<file path="config.mk">
export PLATFORM = sky130hd
export DESIGN_NAME = vmx_array_ctrl_flat
export DESIGN_NICKNAME = d
export VERILOG_FILES = /design/src/rtl/vmx_array_ctrl_if.sv /design/src/rtl/vmx_array_ctrl.sv /design/src/flat_wrapper.sv
export SDC_FILE = /design/constraint.sdc
export NUM_CORES = 1
export LEC_CHECK = 0
export CELL_PAD_IN_SITES_DETAIL_PLACEMENT = 0
export CELL_PAD_IN_SITES_GLOBAL_PLACEMENT = 2
export CORE_MARGIN = 2
export CORE_UTILIZATION = 28
export DETAILED_ROUTE_END_ITERATION = 10
export GPL_ROUTABILITY_DRIVEN = 0
export PLACE_DENSITY_LB_ADDON = 0.3
export SKIP_LAST_GASP = 1
export SYNTH_ARGS = -nofsm -noshare
export SYNTH_HDL_FRONTEND = slang
export SYNTH_SLANG_ARGS = --single-unit
export TNS_END_PERCENT = 20
</file>
<file path="constraint.sdc">
create_clock -name clk -period 4.6 [get_ports clk]
set_input_delay 0.69 -clock clk [delete_from_list [all_inputs] [get_ports clk]]
set_output_delay 0.69 -clock clk [all_outputs]
set_load 0.02 [all_outputs]
</file>
<file path="src/rtl/vmx_array_ctrl_if.sv">
// Stream bundle between the DMA buffers and the PE array sequencer.
// Weight and input streams flow in, results flow out without backpressure.
interface vmx_array_ctrl_if #(
  parameter int VEC_W = 16,
  parameter int SUM_W = 32
) ();
  logic             w_valid;
  logic             w_ready;
  logic [VEC_W-1:0] w_data;
  logic             x_valid;
  logic             x_ready;
  logic [VEC_W-1:0] x_data;
  logic             res_valid;
  logic [SUM_W-1:0] res_data;
  logic             res_last;

  modport master (
    output w_valid, w_data,
    output x_valid, x_data,
    input  w_ready, x_ready,
    input  res_valid, res_data, res_last
  );

  modport slave (
    input  w_valid, w_data,
    input  x_valid, x_data,
    output w_ready, x_ready,
    output res_valid, res_data, res_last
  );
endinterface

</file>
<file path="src/rtl/vmx_array_ctrl.sv">
// Job sequencer for a chain of vmx_pe_16_8 PEs: tagged weight load,
// input streaming and result capture from the last PE.
module vmx_array_ctrl #(
  parameter int N_PE  = 4,
  parameter int VEC_W = 16,
  parameter int SUM_W = 32,
  parameter int CNT_W = 16
) (
  input  logic             clk,
  input  logic             rst,
  input  logic             start,
  input  logic             cfg_simd,
  input  logic [CNT_W-1:0] cfg_num_vec,
  output logic             busy,
  output logic             done,
  vmx_array_ctrl_if.slave  io,
  output logic             pe_simd_mode,
  output logic [7:0]       pe_load_ctrl,
  output logic [VEC_W-1:0] pe_data,
  output logic [SUM_W-1:0] pe_sum_in,
  input  logic [SUM_W-1:0] pe_sum_out
);

  localparam logic [5:0] W_LAST = 6'(N_PE - 1);

  typedef enum logic [1:0] {
    S_IDLE,
    S_LOAD_W,
    S_COMPUTE,
    S_DRAIN
  } state_t;

  state_t state;
  state_t state_n;

  logic             simd_q;
  logic [CNT_W-1:0] num_vec;
  logic [5:0]       w_idx;
  logic [CNT_W-1:0] vec_cnt;
  logic [N_PE:0]    vpipe;
  logic [N_PE:0]    lpipe;

  logic             w_hs;
  logic             x_hs;
  logic             accept;
  logic             w_last;
  logic             x_last;
  logic             pipe_empty;

  logic             busy_d;
  logic             done_d;
  logic             w_ready_d;
  logic             x_ready_d;
  logic             simd_n;
  logic             simd_d;
  logic [7:0]       ctrl_d;
  logic [VEC_W-1:0] data_d;

  assign w_hs       = io.w_valid & io.w_ready;
  assign x_hs       = io.x_valid & io.x_ready;
  assign accept     = (state == S_IDLE) & start & ~done;
  assign w_last     = w_hs & (w_idx == W_LAST);
  assign x_last     = x_hs & ((vec_cnt + CNT_W'(1)) == num_vec);
  assign pipe_empty = ~|vpipe;
  assign pe_sum_in  = '0;

  // state register
  always_ff @(posedge clk or posedge rst) begin
    if (rst) state <= S_IDLE;
    else     state <= state_n;
  end

  // next-state decode
  always_comb begin
    state_n = state;
    unique case (state)
      S_IDLE: begin
        if (accept) state_n = S_LOAD_W;
      end
      S_LOAD_W: begin
        if (w_last)
          state_n = (num_vec == '0) ? S_DRAIN
                                    : S_COMPUTE;
      end
      S_COMPUTE: begin
        if (x_last) state_n = S_DRAIN;
      end
      S_DRAIN: begin
        if (pipe_empty) state_n = S_IDLE;
      end
      default: state_n = S_IDLE;
    endcase
  end

  // next values of the registered outputs
  always_comb begin
    busy_d    = (state_n != S_IDLE);
    done_d    = (state == S_DRAIN) &
                (state_n == S_IDLE);
    w_ready_d = (state_n == S_LOAD_W);
    x_ready_d = (state_n == S_COMPUTE);
    simd_n    = accept ? cfg_simd : simd_q;
    simd_d    = busy_d & simd_n;
    ctrl_d    = 8'h00;
    data_d    = '0;
    unique case (1'b1)
      w_hs: begin
        ctrl_d = {2'b10, w_idx};
        data_d = io.w_data;
      end
      x_hs: begin
        data_d = io.x_data;
      end
      default: ;
    endcase
  end

  // job config, counters, valid/last pipes and output registers
  always_ff @(posedge clk or posedge rst) begin
    if (rst) begin
      simd_q       <= 1'b0;
      num_vec      <= '0;
      w_idx        <= '0;
      vec_cnt      <= '0;
      vpipe        <= '0;
      lpipe        <= '0;
      busy         <= 1'b0;
      done         <= 1'b0;
      io.w_ready   <= 1'b0;
      io.x_ready   <= 1'b0;
      pe_simd_mode <= 1'b0;
      pe_load_ctrl <= 8'h00;
      pe_data      <= '0;
      io.res_valid <= 1'b0;
      io.res_data  <= '0;
      io.res_last  <= 1'b0;
    end else begin
      if (accept) begin
        simd_q  <= cfg_simd;
        num_vec <= cfg_num_vec;
        w_idx   <= '0;
        vec_cnt <= '0;
      end else begin
        if (w_hs) w_idx   <= w_idx + 6'd1;
        if (x_hs) vec_cnt <= vec_cnt + CNT_W'(1);
      end
      vpipe        <= {vpipe[N_PE-1:0], x_hs};
      lpipe        <= {lpipe[N_PE-1:0], x_last};
      busy         <= busy_d;
      done         <= done_d;
      io.w_ready   <= w_ready_d;
      io.x_ready   <= x_ready_d;
      pe_simd_mode <= simd_d;
      pe_load_ctrl <= ctrl_d;
      pe_data      <= data_d;
      io.res_valid <= vpipe[N_PE];
      io.res_last  <= vpipe[N_PE] & lpipe[N_PE];
      if (vpipe[N_PE]) io.res_data <= pe_sum_out;
    end
  end

endmodule

</file>
<file path="src/flat_wrapper.sv">
// flat-port wrapper written by rule: the top's interface ports become plain ports
module vmx_array_ctrl_flat 
#(
  parameter int N_PE  = 4,
  parameter int VEC_W = 16,
  parameter int SUM_W = 32,
  parameter int CNT_W = 16
)
  (clk, rst, start, cfg_simd, cfg_num_vec, busy, done, pe_simd_mode, pe_load_ctrl, pe_data, pe_sum_in, pe_sum_out, io_w_valid, io_w_data, io_x_valid, io_x_data, io_w_ready, io_x_ready, io_res_valid, io_res_data, io_res_last);
  vmx_array_ctrl_if #(.VEC_W(VEC_W), .SUM_W(SUM_W)) io_i ();
  input  logic clk;
  input  logic rst;
  input  logic start;
  input  logic cfg_simd;
  input  logic [CNT_W-1:0] cfg_num_vec;
  output logic busy;
  output logic done;
  output logic pe_simd_mode;
  output logic [7:0] pe_load_ctrl;
  output logic [VEC_W-1:0] pe_data;
  output logic [SUM_W-1:0] pe_sum_in;
  input  logic [SUM_W-1:0] pe_sum_out;
  input wire logic [$bits(io_i.w_valid)-1:0] io_w_valid;
  input wire logic [$bits(io_i.w_data)-1:0] io_w_data;
  input wire logic [$bits(io_i.x_valid)-1:0] io_x_valid;
  input wire logic [$bits(io_i.x_data)-1:0] io_x_data;
  output wire logic [$bits(io_i.w_ready)-1:0] io_w_ready;
  output wire logic [$bits(io_i.x_ready)-1:0] io_x_ready;
  output wire logic [$bits(io_i.res_valid)-1:0] io_res_valid;
  output wire logic [$bits(io_i.res_data)-1:0] io_res_data;
  output wire logic [$bits(io_i.res_last)-1:0] io_res_last;
  assign io_i.w_valid = io_w_valid;
  assign io_i.w_data = io_w_data;
  assign io_i.x_valid = io_x_valid;
  assign io_i.x_data = io_x_data;
  assign io_w_ready = io_i.w_ready;
  assign io_x_ready = io_i.x_ready;
  assign io_res_valid = io_i.res_valid;
  assign io_res_data = io_i.res_data;
  assign io_res_last = io_i.res_last;
  vmx_array_ctrl #(.N_PE(N_PE), .VEC_W(VEC_W), .SUM_W(SUM_W), .CNT_W(CNT_W)) u_core (.clk(clk), .rst(rst), .start(start), .cfg_simd(cfg_simd), .cfg_num_vec(cfg_num_vec), .busy(busy), .done(done), .io(io_i), .pe_simd_mode(pe_simd_mode), .pe_load_ctrl(pe_load_ctrl), .pe_data(pe_data), .pe_sum_in(pe_sum_in), .pe_sum_out(pe_sum_out));
endmodule
</file>
# Word-level counts from Yosys, hierarchy flattened
# Cells that the tools add are included.
# classes
reduce_logical,7
div_mod_pow,0
n_eq_ne,7
bitwise,10
n_shift,0
order_cmp,0
add_sub_neg,2
n_mux,13
n_mul,0
# op_table
operator,n
16-bit two-way mux,2
16-bit case mux with 2 select lines,1
"16-bit by 1-bit adder with 16-bit output, second input constant",1
16-bit == test,1
16-bit logical NOT,1
6-bit two-way mux,2
1-bit bitwise AND,9
2-bit two-way mux,4
8-bit two-way mux,1
2-bit case mux with 4 select lines,1
"6-bit by 1-bit adder with 6-bit output, second input constant",1
"2-bit == test, second input constant",3
"6-bit by 2-bit == test with 1-bit output, second input constant",1
2-bit nonzero test,3
5-bit OR reduction,1
"2-bit by 1-bit == test with 1-bit output, second input constant",2
2-bit logical NOT,2
1-bit two-way mux,2
1-bit inverter,1
# word_totals
in_bits,86
romBits,0
output_inout_bits,95
wordCells,56
mem_count,0
reg_bits,114
latchBits,0
ram_bits,0

# Depth between registers and ports, before layout
# depth
ltp_word,7
mapped_depth,8
mapped_depth_nobuf,7

# Least setup slack after synthesis
# Ideal clock, no wire load.
# synth_path
path_kind,register to register
startpoint,reg u_core.vec_cnt[0]
endpoint,reg u_core.io.x_ready
path_slack_ps,2452
path_stages_with_launch,8
t_arrival_ps,2024
path_cell_list,dfrtp_1 -> ha_1 -> nand3_1 -> nor2_4 -> a31oi_1 -> a21o_1 -> or4_4 -> o31a_1
# synth_between
elab_chain_len,6
# synth_rtl
item,line,rtl
start: declaration,vmx_array_ctrl.sv:39,logic [CNT_W-1:0] vec_cnt;
start signal: assignment,vmx_array_ctrl.sv:145,if (x_hs) vec_cnt <= vec_cnt + CNT_W'(1);
16-bit by 1-bit adder with 16-bit output,vmx_array_ctrl.sv:63,assign x_last = x_hs & ((vec_cnt + CNT_W'(1)) == num_vec);
16-bit == test,vmx_array_ctrl.sv:63,
1-bit bitwise AND,vmx_array_ctrl.sv:63,
2-bit two-way mux,vmx_array_ctrl.sv:86,if (x_last) state_n = S_DRAIN;
2-bit case mux with 4 select lines,vmx_array_ctrl.sv:76,unique case (state)
2-bit == test,vmx_array_ctrl.sv:101,x_ready_d = (state_n == S_COMPUTE);
via u_core.x_ready_d,vmx_array_ctrl.sv:53,logic x_ready_d;
end signal: assignment,vmx_array_ctrl.sv:152,io.x_ready <= x_ready_d;
end: declaration,vmx_array_ctrl_if.sv:27,"output w_ready, x_ready,"
# The timed path passes the listed nets, and every way through them passes these cells.
# A chain may end at the register's enable or synchronous reset.

# Worst setup path in the final report
# Ends and elaborated chain as after synthesis.

==> impl_results.md <==
- Post-synthesis cell area: 5030 um2
- Sum of overflow across all layers after global routing: 0
- Final setup violation count: 0
- Slew at the pin with the worst max-slew slack: 582 ps
- VDD IR max: 0.303 mV
- Commonest register cell after synthesis: sky130_fd_sc_hd__dfrtp_1
- Core area: 17,800 um2
- Combined global-route utilization of all metal layers: 13.5%
- Post-synthesis register bit count: 113
- Root buffer cell: sky130_fd_sc_hd__clkbuf_16
- Combinational family with the most area after synthesis: simple AND/OR/NAND/NOR gates
- Total clock sinks: 113
- Detailed router's first-iteration violation count: 150
- Post-synth EDFFs: 0
- Synthesis-to-layout area growth: 43.7%
- Largest driver fanout on the critical path: 8
- Area contributors post-synth: sky130_fd_sc_hd__dfrtp_1 (56%), sky130_fd_sc_hd__mux2_2 (11%), sky130_fd_sc_hd__buf_4 (5.1%)
- Fraction of synthesized cell area taken by the top area cell type: 56.2%
- Number of pins with negative max-slew slack in the final report: 0
- # hold bufs at CTS: 0
- Startpoint class of the critical path: flop
- Initial cell density of the core: 28.3%
- Post-detailed-route DRC marker count: 0
- Buffers inserted by post-CTS timing repair: 0
- Net count of the finished layout: 648
- Number of global-route vias before repair: 3,627
- Post-synthesis sequential area ratio: 56.2%
- Average cell area after synthesis: 12.4 um2
- Worst Clk Skew: 8.31 ps
- Number of input and output port buffers inserted: 147
- Count of unique library cells instantiated by Yosys: 51
- Via density: 4.51
- Fin crit period: 2390 ps
- DRT Wirelength: 12,400 um
- Simple-gate area share of the yosys netlist: 11.5%
- Number of antenna cells inserted: 0
- Post-Place Cell Area: 6630 um2
- Worst max-slew margin expressed relative to the limit: 61.2%
- Vias post-DR: 3,613
- Required @ worst endpoint: 4890 ps
- P per Cell Area: 591 nW/um2
- Adder-Cell Fraction of Synth Area: 0.498%
- Pin count of the biggest net entering global routing: 46
- Worst min-delay path category: reg2reg
- Proportion of synthesized area in mux cells: 11.2%
- Maximum count of clock buffers along a single path: 2
- Resized Gates After CTS: 0
- Die extent in x: 138 um
- CTS Buf Count: 17
- Chip height: 138 um
- Die area: 19,000 um2
- I/O pin count: 181
- DP Wirelength: 9210 um
- DP Worst Slack: 1960 ps
- Detail-routed net length per standard cell: 15.5 um
- Final period utilization: 52.0%
- Maximum clock frequency: 418 MHz
- Clk Latency, worst-skew pair: 410 ps
- Gate count of the mapped netlist: 407
- Synth warnings: 0
- Critical Setup Path Class: reg2reg
- Clock tree from TritonCTS: yes
- Ratio of cells with drive above 1 in the final layout: 17.1%
- Leak Pwr: 3.13 nW
- Type of element capturing the critical path: flop
- Clock transition at the registers of the reported paths: 50 ps
- Number of failing hold endpoints at the final stage: 0
- Compound-gate portion of the synthesized area: 7.32%
- # H-tree levels: 4
- Unrepaired setup endpoints after global routing: false
- Most area-hungry cell type in the Yosys netlist: sky130_fd_sc_hd__dfrtp_1
- Total power: 0.00427 W
- Post-synth ARST share: 100%
- Pre-antenna DRT Iters: 4
- Worst setup slack after layout: 2210 ps
- # Max-Cap Violations: 0
- First-pass GRT wire length: 20,300 um
- Result of the run: complete, no violations
- Number of cell rows: 49
- Antenna viol nets, final: 0
- Fraction of synthesized cell area in xor and xnor cells: 6.10%
- Antenna violations before repair: 0
- Sum of negative setup slack: 0 ps
- Post-route standard cell area excluding fillers: 7230 um2
- Worst path arrival time: 2680 ps
## per-layer routing
layer	vias to the layer above	wire length (um)	global-route usage (%)
li1	1684	-	-
met5	-	0	0
met3	12	754	3.78
met4	0	148	4.83
met2	157	5480	20.0
met1	1760	6050	18.9
## Yosys cell counts (2+ instances only)
cell,n
sky130_fd_sc_hd__a211oi_1,4
sky130_fd_sc_hd__xnor2_1,18
sky130_fd_sc_hd__nor3_1,6
sky130_fd_sc_hd__a21oi_1,8
sky130_fd_sc_hd__and2_1,5
sky130_fd_sc_hd__o21ai_0,7
sky130_fd_sc_hd__and3_1,13
sky130_fd_sc_hd__buf_4,34
sky130_fd_sc_hd__a22o_1,16
sky130_fd_sc_hd__mux2_2,49
sky130_fd_sc_hd__dfrtp_1,113
sky130_fd_sc_hd__a31oi_1,4
sky130_fd_sc_hd__inv_1,3
sky130_fd_sc_hd__and4_1,2
sky130_fd_sc_hd__buf_2,4
sky130_fd_sc_hd__buf_6,2
sky130_fd_sc_hd__buf_1,3
sky130_fd_sc_hd__ha_1,2
sky130_fd_sc_hd__nor2_1,24
sky130_fd_sc_hd__or3_1,4
sky130_fd_sc_hd__o31a_1,2
sky130_fd_sc_hd__clkbuf_1,9
sky130_fd_sc_hd__xor2_1,17
sky130_fd_sc_hd__nand4_1,6
sky130_fd_sc_hd__nand3_1,11
sky130_fd_sc_hd__nor4_1,5
sky130_fd_sc_hd__nand2_1,12
## logic make-up (layout without fill, tap and decap cells)
kind of cell / after synthesis / in the layout
compound gates: 50 / 50
flops: 113 / 113
buf+inv: 56 / 189
fa+ha+maj: 2 / 2
xor+xnor: 35 / 35
simple gates: 100 / 100
mux: 50 / 50
other cells: 1 / 33
## through the flow
step	utilization, %	cells	hold WS, ps
4_1_cts	40.6	801	352
6_report	40.6	801	349
5_1_grt	40.6	801	364
3_5_place_dp	37.3	770	336
2_1_floorplan	-	439	331
3_3_place_gp	37.3	770	336
## layout make-up
cell class                      instances  area [um2]
Fill cell                            1708       10600
Sequential cell                       113        2830
Multi-Input combinational cell        270        1970
Timing Repair Buffer                  154        1520
Clock buffer                           18         439
Tap cell                              229         287
Clock inverter                         13         163
Inverter                                4        17.5
## placed cells by master (no fill, tap or decap), types with 4 or more instances in the layout
cell type and count:
sky130_fd_sc_hd__nand4_1 6, sky130_fd_sc_hd__nand2_1 12, sky130_fd_sc_hd__nor2_1 24, sky130_fd_sc_hd__nand3_1 11
sky130_fd_sc_hd__and2_1 5, sky130_fd_sc_hd__a22o_1 16, sky130_fd_sc_hd__a31oi_1 4, sky130_fd_sc_hd__conb_1 33
sky130_fd_sc_hd__o21ai_0 7, sky130_fd_sc_hd__or3_1 4, sky130_fd_sc_hd__nor4_1 5, sky130_fd_sc_hd__nor3_1 6
sky130_fd_sc_hd__dfrtp_1 113, sky130_fd_sc_hd__a21oi_1 8, sky130_fd_sc_hd__clkbuf_16 17, sky130_fd_sc_hd__xor2_1 17
sky130_fd_sc_hd__a211oi_1 4, sky130_fd_sc_hd__xnor2_1 18, sky130_fd_sc_hd__buf_4 7, sky130_fd_sc_hd__and3_1 13
sky130_fd_sc_hd__mux2_2 49, sky130_fd_sc_hd__clkdlybuf4s50_1 147
## path summary, 6_finish.rpt
kind                              startpoint                      to  slack (ps)  cells after the start
min reg2reg                  u_core.lpipe[3]         u_core.lpipe[4]         350                      0
max reg2reg                u_core.vec_cnt[0]       u_core.io.x_ready        2210                      7
min                          u_core.lpipe[3]         u_core.lpipe[4]         350                      0
min in group asynchronous                rst  u_core.io.res_data[18]         700                      2
max in group asynchronous                rst       u_core.pe_data[8]        2950                      3
max                        u_core.vec_cnt[0]       u_core.io.x_ready        2210                      7
## report_power, final
| part | switching (W) | leakage (nW) | internal (W) |
|---|---|---|---|
| Sequential | 0.000222 | 1.47 | 0.00130 |
| Clock | 0.000459 | 0.288 | 0.000862 |
| Combinational | 0.000673 | 1.37 | 0.000751 |
## state kept, by name (all words and copies together), names as in the netlist
register and flops:
u_core.io.res_last 1, u_core.busy 1, u_core.io.x_ready 1, u_core.vec_cnt 16, u_core.state 2, u_core.io.w_ready 1, u_core.io.res_valid 1, u_core.vpipe 5
u_core.pe_simd_mode 1, u_core.done 1, u_core.io.res_data 32, u_core.w_idx 6, u_core.simd_q 1, u_core.num_vec 16, u_core.pe_data 16, u_core.pe_load_ctrl 7
u_core.lpipe 5
## worst max-delay path: stages (launching register included)
cell and delay, ps:
sky130_fd_sc_hd__dfrtp_1 450, sky130_fd_sc_hd__ha_1 280, sky130_fd_sc_hd__nand3_1 210, sky130_fd_sc_hd__nor2_4 250, sky130_fd_sc_hd__a31oi_1 110, sky130_fd_sc_hd__a21o_1 180
sky130_fd_sc_hd__or4_4 520, sky130_fd_sc_hd__o31a_1 280
No activity file was read; power rests on OpenSTA's default activity.
